File: config.mk
export PLATFORM = sky130hd
export DESIGN_NAME = countdown_seq
export DESIGN_NICKNAME = d
export VERILOG_FILES = /design/src/rtl/timer_pkg.sv /design/src/rtl/bcd_mmss_counter.sv /design/src/rtl/countdown_seq.sv
export SDC_FILE = /design/constraint.sdc
export NUM_CORES = 1
export LEC_CHECK = 0
export CAP_MARGIN = 20
export CORE_UTILIZATION = 60
export DETAILED_ROUTE_END_ITERATION = 7
export PLACE_DENSITY = 0.77
export REMOVE_ABC_BUFFERS = 1
export SLEW_MARGIN = 10
export SYNTH_ARGS = -nofsm -noshare
export SYNTH_HDL_FRONTEND = slang
export SYNTH_SLANG_ARGS = --single-unit
File: constraint.sdc
create_clock -name clk -period 6.6 [get_ports clk]
set_clock_uncertainty 0.1 [all_clocks]
set_input_delay 1.32 -clock clk [delete_from_list [all_inputs] [get_ports clk]]
set_output_delay 1.32 -clock clk [all_outputs]
set_load 0.01 [all_outputs]
File: src/rtl/timer_pkg.sv
// Shared types for the countdown timer: control-mode encodings, FSM states and the BCD MM:SS value.
// Also holds the combinational BCD +1 s / -1 s step helpers used by the value register.
package timer_pkg;

   localparam logic [1:0] MODE_STOP  = 2'b00;
   localparam logic [1:0] MODE_START = 2'b01;
   localparam logic [1:0] MODE_INC   = 2'b10;

   typedef enum logic [1:0] {
      IDLE  = 2'd0,
      SET   = 2'd1,
      RUN   = 2'd2,
      ALARM = 2'd3
   } state_t;

   typedef logic [3:0] bcd_t;

   typedef struct packed {
      bcd_t min_tens;
      bcd_t min_ones;
      bcd_t sec_tens;
      bcd_t sec_ones;
   } mmss_t;

   localparam mmss_t MMSS_ZERO = '0;
   localparam mmss_t MMSS_ONE  = '{min_tens: 4'd0, min_ones: 4'd0, sec_tens: 4'd0, sec_ones: 4'd1};
   localparam mmss_t MMSS_MAX  = '{min_tens: 4'd9, min_ones: 4'd9, sec_tens: 4'd5, sec_ones: 4'd9};

   // Saturates at 99:59, so min_tens can never roll past 9.
   function automatic mmss_t mmss_inc(input mmss_t v);
      mmss_t r;
      r = v;
      if (v != MMSS_MAX) begin
         if (v.sec_ones != 4'd9) begin
            r.sec_ones = v.sec_ones + 4'd1;
         end else begin
            r.sec_ones = 4'd0;
            if (v.sec_tens != 4'd5) begin
               r.sec_tens = v.sec_tens + 4'd1;
            end else begin
               r.sec_tens = 4'd0;
               if (v.min_ones != 4'd9) begin
                  r.min_ones = v.min_ones + 4'd1;
               end else begin
                  r.min_ones = 4'd0;
                  r.min_tens = v.min_tens + 4'd1;
               end
            end
         end
      end
      return r;
   endfunction

   function automatic mmss_t mmss_dec(input mmss_t v);
      mmss_t r;
      r = v;
      if (v != MMSS_ZERO) begin
         if (v.sec_ones != 4'd0) begin
            r.sec_ones = v.sec_ones - 4'd1;
         end else begin
            r.sec_ones = 4'd9;
            if (v.sec_tens != 4'd0) begin
               r.sec_tens = v.sec_tens - 4'd1;
            end else begin
               r.sec_tens = 4'd5;
               if (v.min_ones != 4'd0) begin
                  r.min_ones = v.min_ones - 4'd1;
               end else begin
                  r.min_ones = 4'd9;
                  r.min_tens = v.min_tens - 4'd1;
               end
            end
         end
      end
      return r;
   endfunction

endpackage

File: src/rtl/bcd_mmss_counter.sv
// Registered BCD MM:SS value with clear/inc/dec strobes (clr > inc > dec); updates one cycle after the strobe.
// No backpressure: a strobe is always accepted; inc holds at 99:59 and dec holds at 00:00.
module bcd_mmss_counter
   import timer_pkg::*;
(
   input  logic  clk_i,
   input  logic  reset_i,
   input  logic  clr_i,
   input  logic  inc_i,
   input  logic  dec_i,
   output mmss_t value_o,
   output logic  is_zero_o,
   output logic  next_is_zero_o
);

   mmss_t value_q;
   mmss_t value_d;

   always_comb begin
      value_d = value_q;
      if (clr_i) begin
         value_d = MMSS_ZERO;
      end else if (inc_i) begin
         value_d = mmss_inc(value_q);
      end else if (dec_i) begin
         value_d = mmss_dec(value_q);
      end
   end

   always_ff @(posedge clk_i) begin
      if (reset_i) begin
         value_q <= MMSS_ZERO;
      end else begin
         value_q <= value_d;
      end
   end

   assign value_o        = value_q;
   assign is_zero_o      = (value_q == MMSS_ZERO);
   // High when the next decrement would land on 00:00.
   assign next_is_zero_o = (value_q == MMSS_ONE);

endmodule

File: src/rtl/countdown_seq.sv
// Countdown timer sequencer: mode-driven FSM, 1 s prescaler, INC auto-repeat and expiry alarm over a BCD MM:SS value.
// All outputs registered (one cycle after the deciding edge); no backpressure, mode is sampled every cycle.
module countdown_seq
   import timer_pkg::*;
#(
   parameter int TICK_DIV   = 50_000_000,
   parameter int REPEAT_DIV = 12_500_000,
   parameter int ALARM_SECS = 5
) (
   input  logic       clk,
   input  logic       reset,
   input  logic [1:0] mode,
   input  logic       clear,
   output logic [3:0] min_tens,
   output logic [3:0] min_ones,
   output logic [3:0] sec_tens,
   output logic [3:0] sec_ones,
   output logic       running,
   output logic       done,
   output logic       alarm
);

   localparam int PW = $clog2(TICK_DIV);
   localparam int RW = (REPEAT_DIV > 1) ? $clog2(REPEAT_DIV) : 1;
   localparam logic [PW-1:0] PRESC_LAST = PW'(TICK_DIV - 1);
   localparam logic [RW-1:0] REP_LAST   = RW'(REPEAT_DIV - 1);
   localparam logic [3:0]    ALARM_LOAD = 4'(ALARM_SECS);

   state_t          state_q, state_d;
   logic [PW-1:0]   presc_q, presc_d;
   logic [RW-1:0]   rep_q, rep_d;
   logic [3:0]      acnt_q, acnt_d;
   logic            running_q, running_d;
   logic            done_q, done_d;
   logic            alarm_q, alarm_d;

   logic            tick;
   logic            cnt_clr, cnt_inc, cnt_dec;
   logic            is_zero, next_is_zero;
   mmss_t           value;

   assign tick = (presc_q == PRESC_LAST);

   bcd_mmss_counter u_value (
      .clk_i          (clk),
      .reset_i        (reset),
      .clr_i          (cnt_clr),
      .inc_i          (cnt_inc),
      .dec_i          (cnt_dec),
      .value_o        (value),
      .is_zero_o      (is_zero),
      .next_is_zero_o (next_is_zero)
   );

   always_comb begin
      state_d = state_q;
      acnt_d  = acnt_q;
      alarm_d = alarm_q;
      done_d  = 1'b0;
      cnt_clr = 1'b0;
      cnt_inc = 1'b0;
      cnt_dec = 1'b0;

      if (clear) begin
         state_d = IDLE;
         cnt_clr = 1'b1;
         alarm_d = 1'b0;
         acnt_d  = 4'd0;
      end else begin
         unique case (state_q)
            IDLE: begin
               if (mode == MODE_INC) begin
                  state_d = SET;
               end else if (mode == MODE_START && !is_zero) begin
                  state_d = RUN;
               end
            end
            SET: begin
               if (mode == MODE_INC) begin
                  if (rep_q == REP_LAST) cnt_inc = 1'b1;
               end else begin
                  state_d = IDLE;
               end
            end
            RUN: begin
               if (mode == MODE_INC) begin
                  state_d = SET;
               end else if (mode == MODE_START) begin
                  if (tick) begin
                     cnt_dec = 1'b1;
                     if (next_is_zero) begin
                        done_d  = 1'b1;
                        state_d = ALARM;
                        alarm_d = 1'b1;
                        acnt_d  = ALARM_LOAD;
                     end
                  end
               end else begin
                  state_d = IDLE;
               end
            end
            ALARM: begin
               if (mode == MODE_START) begin
                  // Stay parked at 00:00; alarm just times out.
                  if (tick && acnt_q != 4'd0) begin
                     acnt_d  = acnt_q - 4'd1;
                     alarm_d = (acnt_q != 4'd1);
                  end
               end else begin
                  state_d = (mode == MODE_INC) ? SET : IDLE;
                  alarm_d = 1'b0;
                  acnt_d  = 4'd0;
               end
            end
         endcase
      end

      // Entering SET bumps the value immediately; repeats follow every REPEAT_DIV cycles.
      if (state_d == SET && state_q != SET) cnt_inc = 1'b1;

      if (state_d != state_q) begin
         presc_d = '0;
      end else if (state_q == RUN || state_q == ALARM) begin
         presc_d = tick ? '0 : presc_q + 1'b1;
      end else begin
         presc_d = '0;
      end

      if (state_d != state_q) begin
         rep_d = '0;
      end else if (state_q == SET) begin
         rep_d = (rep_q == REP_LAST) ? '0 : rep_q + 1'b1;
      end else begin
         rep_d = '0;
      end

      running_d = (state_d == RUN);
   end

   always_ff @(posedge clk) begin
      if (reset) begin
         state_q   <= IDLE;
         presc_q   <= '0;
         rep_q     <= '0;
         acnt_q    <= 4'd0;
         running_q <= 1'b0;
         done_q    <= 1'b0;
         alarm_q   <= 1'b0;
      end else begin
         state_q   <= state_d;
         presc_q   <= presc_d;
         rep_q     <= rep_d;
         acnt_q    <= acnt_d;
         running_q <= running_d;
         done_q    <= done_d;
         alarm_q   <= alarm_d;
      end
   end

   assign min_tens = value.min_tens;
   assign min_ones = value.min_ones;
   assign sec_tens = value.sec_tens;
   assign sec_ones = value.sec_ones;
   assign running  = running_q;
   assign done     = done_q;
   assign alarm    = alarm_q;

endmodule
* After elaboration in Yosys (flattened, before gate mapping)
Index checks and enable logic that the tools add are counted.
Word-level totals: register bits 75
Cells by class: $add $sub $neg 11, equal/unequal tests 29, multiplexer cells 53, bitwise logic cells 5, reductions and logical operators 25
Operators with widths (number):
- two-way mux 16 bit | 4
- two-way mux 4 bit | 14
- adder 26 x 1 -> 26 bit (second input constant) | 1
- == test 26 bit (second input constant) | 1
- adder 24 x 1 -> 24 bit (second input constant) | 1
- == test 24 bit (second input constant) | 1
- two-way mux 12 bit | 2
- inequality test 2 bit (second input constant) | 10
- subtractor 4 x 1 -> 4 bit (second input constant) | 5
- two-way mux 1 bit | 19
- two-way mux 2 bit | 9
- adder 4 x 1 -> 4 bit (second input constant) | 4
- == test 16 x 1 -> 1 bit (second input constant) | 1
- zero test 16 bit | 1
- two-way mux 8 bit | 2
- inequality test 16 bit (second input constant) | 1
- nonzero test 16 bit | 1
- nonzero test 4 bit | 4
- AND reduction 9 bit | 1
- == test 2 bit (second input constant) | 4
- inequality test 4 bit (second input constant) | 2
- case mux 2 bit (4 select lines) | 1
- case mux 4 bit (2 select lines) | 1
- OR reduction 4 bit | 2
- 19 further kinds | 31

* Longest topological paths before layout
word-level depth 12, mapped depth 15, gate-level depth less buffers 13

* Modules after synthesis
A second synthesis with hierarchy kept.
Unflattened totals: cell total of the unflattened synthesis 513, area total of the unflattened synthesis 4216.5 µm²
Modules (own cells, without submodules):
- countdown_seq | instances 1, cells an instance 333, area each 2872.8 µm², seq. area each 1181.1 µm²
- bcd_mmss_counter | instances 1, cells an instance 180, area each 1343.8 µm², seq. area each 320.3 µm²

* Worst setup path before layout
No wires, ideal clock.
path type input port to flip-flop, start point input port clear, end point register u_value.value_q (netlist bit u_value.value_o[15]), library setup time 0.070 ns, arrival 4.141 ns, required time 6.430 ns, slack 2.288 ns, stages on the path 14, cell sequence clkbuf_1 > or3_1 > or4_1 > buf_2 > a21oi_4 > inv_2 > buf_6 > ha_1 > a21o_1 > a21oi_1 > a2111oi_2 > a41oi_1 > or3_1 > a21oi_1
On the way: word-level cells in the longest chain between the ends 6, elaborated cells on any way between the ends 19
Ends and longest elaborated chain:
- start, declared | RTL line countdown_seq.sv:13 | input logic clear,
- two-way mux 2 bit | RTL line countdown_seq.sv:64 | if (clear) begin
- == test 2 x 1 -> 1 bit | RTL line countdown_seq.sv:119 | if (state_d == SET && state_q != SET) cnt_inc = 1'b1;
- logical AND 1 bit | RTL line countdown_seq.sv:119
- two-way mux 1 bit | RTL line countdown_seq.sv:119
- inequality test 2 bit (no line) (tied with other cells)
- AND reduction 9 bit (no line)
- end signal, assigned | RTL line bcd_mmss_counter.sv:34 | value_q <= value_d;
- end, declared | RTL line bcd_mmss_counter.sv:16 | mmss_t value_q;
Parallel ways exist; a longest one is shown, timed or not. A chain may end at the register's enable or synchronous reset.

* Final worst setup path
Ends and elaborated chain as after synthesis.

==> run summary <==
Resized Gates After CTS: 0
Async set or reset register ratio after synthesis: 0%
Static Leak: 1.40 nW
Crit path launch type: input port
Grt ovf: 0
CP Max Fanout: 17
Gpl congestion: 0.841
Flops & latches, synth: 75
H-tree depth: 3
Post-Syn Area: 4140 µm²
Slowest cell on crit path: or4_1
Final WL: 8420 µm
Clk buf depth: 2
Worst rel slew slack: 45.8%
Final Max Slew Viols: 0
Worst Max-Slew Pin Slew: 0.811 ns
Adder-cell share of the synthesized area: 2.60%
RSZ-0062 raised after global routing: no
Die ar.: 7240 µm²
Fin. Hold Viols: 0
# port buffers: 23
Root Buffer: clkbuf_8
Initial core utilization: 63.8%
TNS Setup: 0 ns
Ys Warns: 0
Compound-Gate Fraction of Synth Area: 12.1%
Worst EP required: 6.78 ns
Clk_lat worst skew: 0.36 ns
TritonCTS buffer count: 9
# Max-Cap Violations: 0
Post-route ant nets: 0
Antenna violations before repair: 0
Multi-input logic area: 2460 µm²
Largest area contributor in the netlist: dfxtp_1
Crit path time final: 5.05 ns
Crit end category: flop
Worst VDD drop: 0.128 mV
FF+latch area: 1500 µm²
Routed wire per std cell: 14.3 µm
RR Startpoint: u_value.value_o[8]
Post-synth EDFFs: 0
Vias in the first global route: 3,217
Final core occ: 69.9%
Number of core rows: 29
Clock sinks: 75
Post-CTS setup buffer count: 0
Reg clk slew, reported paths: 0.08 ns
Synth Area in XOR/XNOR: 11.0%
Fmax: 0.198 GHz
Area contributors post-synth: dfxtp_1 (36%), nor2_1 (7.3%), xor2_1 (6.6%), xnor2_1 (4.4%), nand2_1 (3.6%)
IO Pins: 24
Sequential area share after synthesis: 36.3%
Ys flop type: dfxtp_1
Die H: 85.1 µm
Post-DP HPWL: 5870 µm
Cell breakdown of the critical path: clkdlybuf4s50_1 > or3_1 > or4_1 > a21oi_4 > inv_2 > ha_1 > a21o_1 > a21oi_1 > a2111oi_2 > a41oi_1 > or3_1 > a21oi_1
CTS tree: yes
Cells after Synth: 499
Ant. Diodes: 0
Status: completed
Period utilization: 76.5%
Die extent in x: 85.1 µm
DRC Markers: 0
Largest family of logic cells by synthesized area: simple AND/OR/NAND/NOR gates
Dominant cell by count in the synthesized netlist: nor2_1
Minimum hold slack: 0.365 ns
Worst hold path type: flop to flop
Final setup fails: 0
Post-synth cell types: 62
Crit path DAT: 5.23 ns
Layout fillers: 532
# nets final: 518
Layout cells sized above 1: 7.25%
Drt first-iter violations: 187
Multiplexer share of the synthesized area: 1.45%
Largest stage delay on the critical path: 0.70 ns
Global Route Usage Sum: 24.7%
Hold buffers post-CTS: 0
Core area: 6490 µm²
DRT Pass-1 Iters: 4
Avg Vias per Cell: 5.98
WS Path Type: input port to flop
Largest net degree at the start of global routing: 26
Synth Area per Inst: 8.30 µm²
HP Start: presc_q[0]
Synth cell count leaders: nor2_1 (81), dfxtp_1 (75), nand2_1 (40)
First-pass GRT wire length: 14,500 µm
Post-Synth Simple-Gate Area: 32.4%
Total number of vias: 3,513
CP startpoint: clear
Final Instance Count excl. Fillers: 587
Synth top area share: 36.3%
Cell count after placement: 571
Total chip power: 868 µW
Pwr/cell area: 191 nW/µm²
Area grow syn2layout: 9.55%
==> state kept, by name, indices dropped and copies added, names as in the netlist <==
signal / count
acnt_q: 4
alarm: 1
done: 1
presc_q: 26
rep_q: 24
running: 1
state_q: 2
u_value.value_o: 16
==> power by group <==
group | total [mW] | switching, mW | internal (mW)
Sequential | 0.459 | 0.00477 | 0.454
Clock | 0.363 | 0.176 | 0.187
Combinational | 0.0461 | 0.0282 | 0.0179
Total | 0.868 | 0.209 | 0.659
==> through the flow <==
step / worst slack [ns] / instance area (µm²)
floorplan: 2.15 / 4010
global placement: 1.38 / 4340
detailed placement: 1.27 / 4340
CTS: 1.62 / 4540
global route: 1.38 / 4540
finish: 1.55 / 4540
==> path summary, 6_finish.rpt <==
check                        endpoint  slack (ns)  depth (start not counted)
setup / recovery  u_value.value_o[15]        1.55                         12
hold / removal             presc_q[0]        0.37                          1
setup reg to reg  u_value.value_o[15]        2.47                         12
hold reg to reg            presc_q[0]        0.37                          1
==> layout by cell type (no fill, tap or decap), drive strengths merged, types with 10 or more instances in the layout <==
cell type and instances:
a21oi 15, and3 12, and4 10, clkbuf 11
clkdlybuf4s50 23, dfxtp 75, inv 14, nand2 40
nand3 25, nand4 13, nor2 84, nor3 12
nor4 11, o21ai 14, or3 11, xnor2 21
xor2 31
==> area by class of cell <==
type | instances | area share [%]
timing repair buffer | 23 | 5.07
clock buffer | 11 | 3.12
inverter | 12 | 0.993
sequential | 75 | 33.1
clock inverter | 5 | 1.32
multi-input combinational | 384 | 54.3
tap | 77 | 2.12
==> cells by family after synthesis <==
kind of cell	after synthesis
AOI/OAI and AO/OA	64
xor gates and xnor gates	52
adders and majority gates	8
buffers and inverters	40
DFF	75
muxes	6
and+or+nand+nor	254
==> metal layers <==
metal | global-route usage [%] | vias to the layer above | wire length, µm
met2 | 38.4 | 74 | 3790
met4 | 9.71 | 0 | 183
met5 | 0 | - | 0
li1 | - | 1775 | -
met3 | 5.54 | 19 | 325
met1 | 33.4 | 1645 | 4120
==> worst max-delay path: cells and delay by family <==
kind,cells,cell delay [ns]
fa+ha+maj,1,0.35
simple gates,3,1.50
compound gates,6,1.24
buf+inv,2,0.83
(Power assumes the default switching activity.)
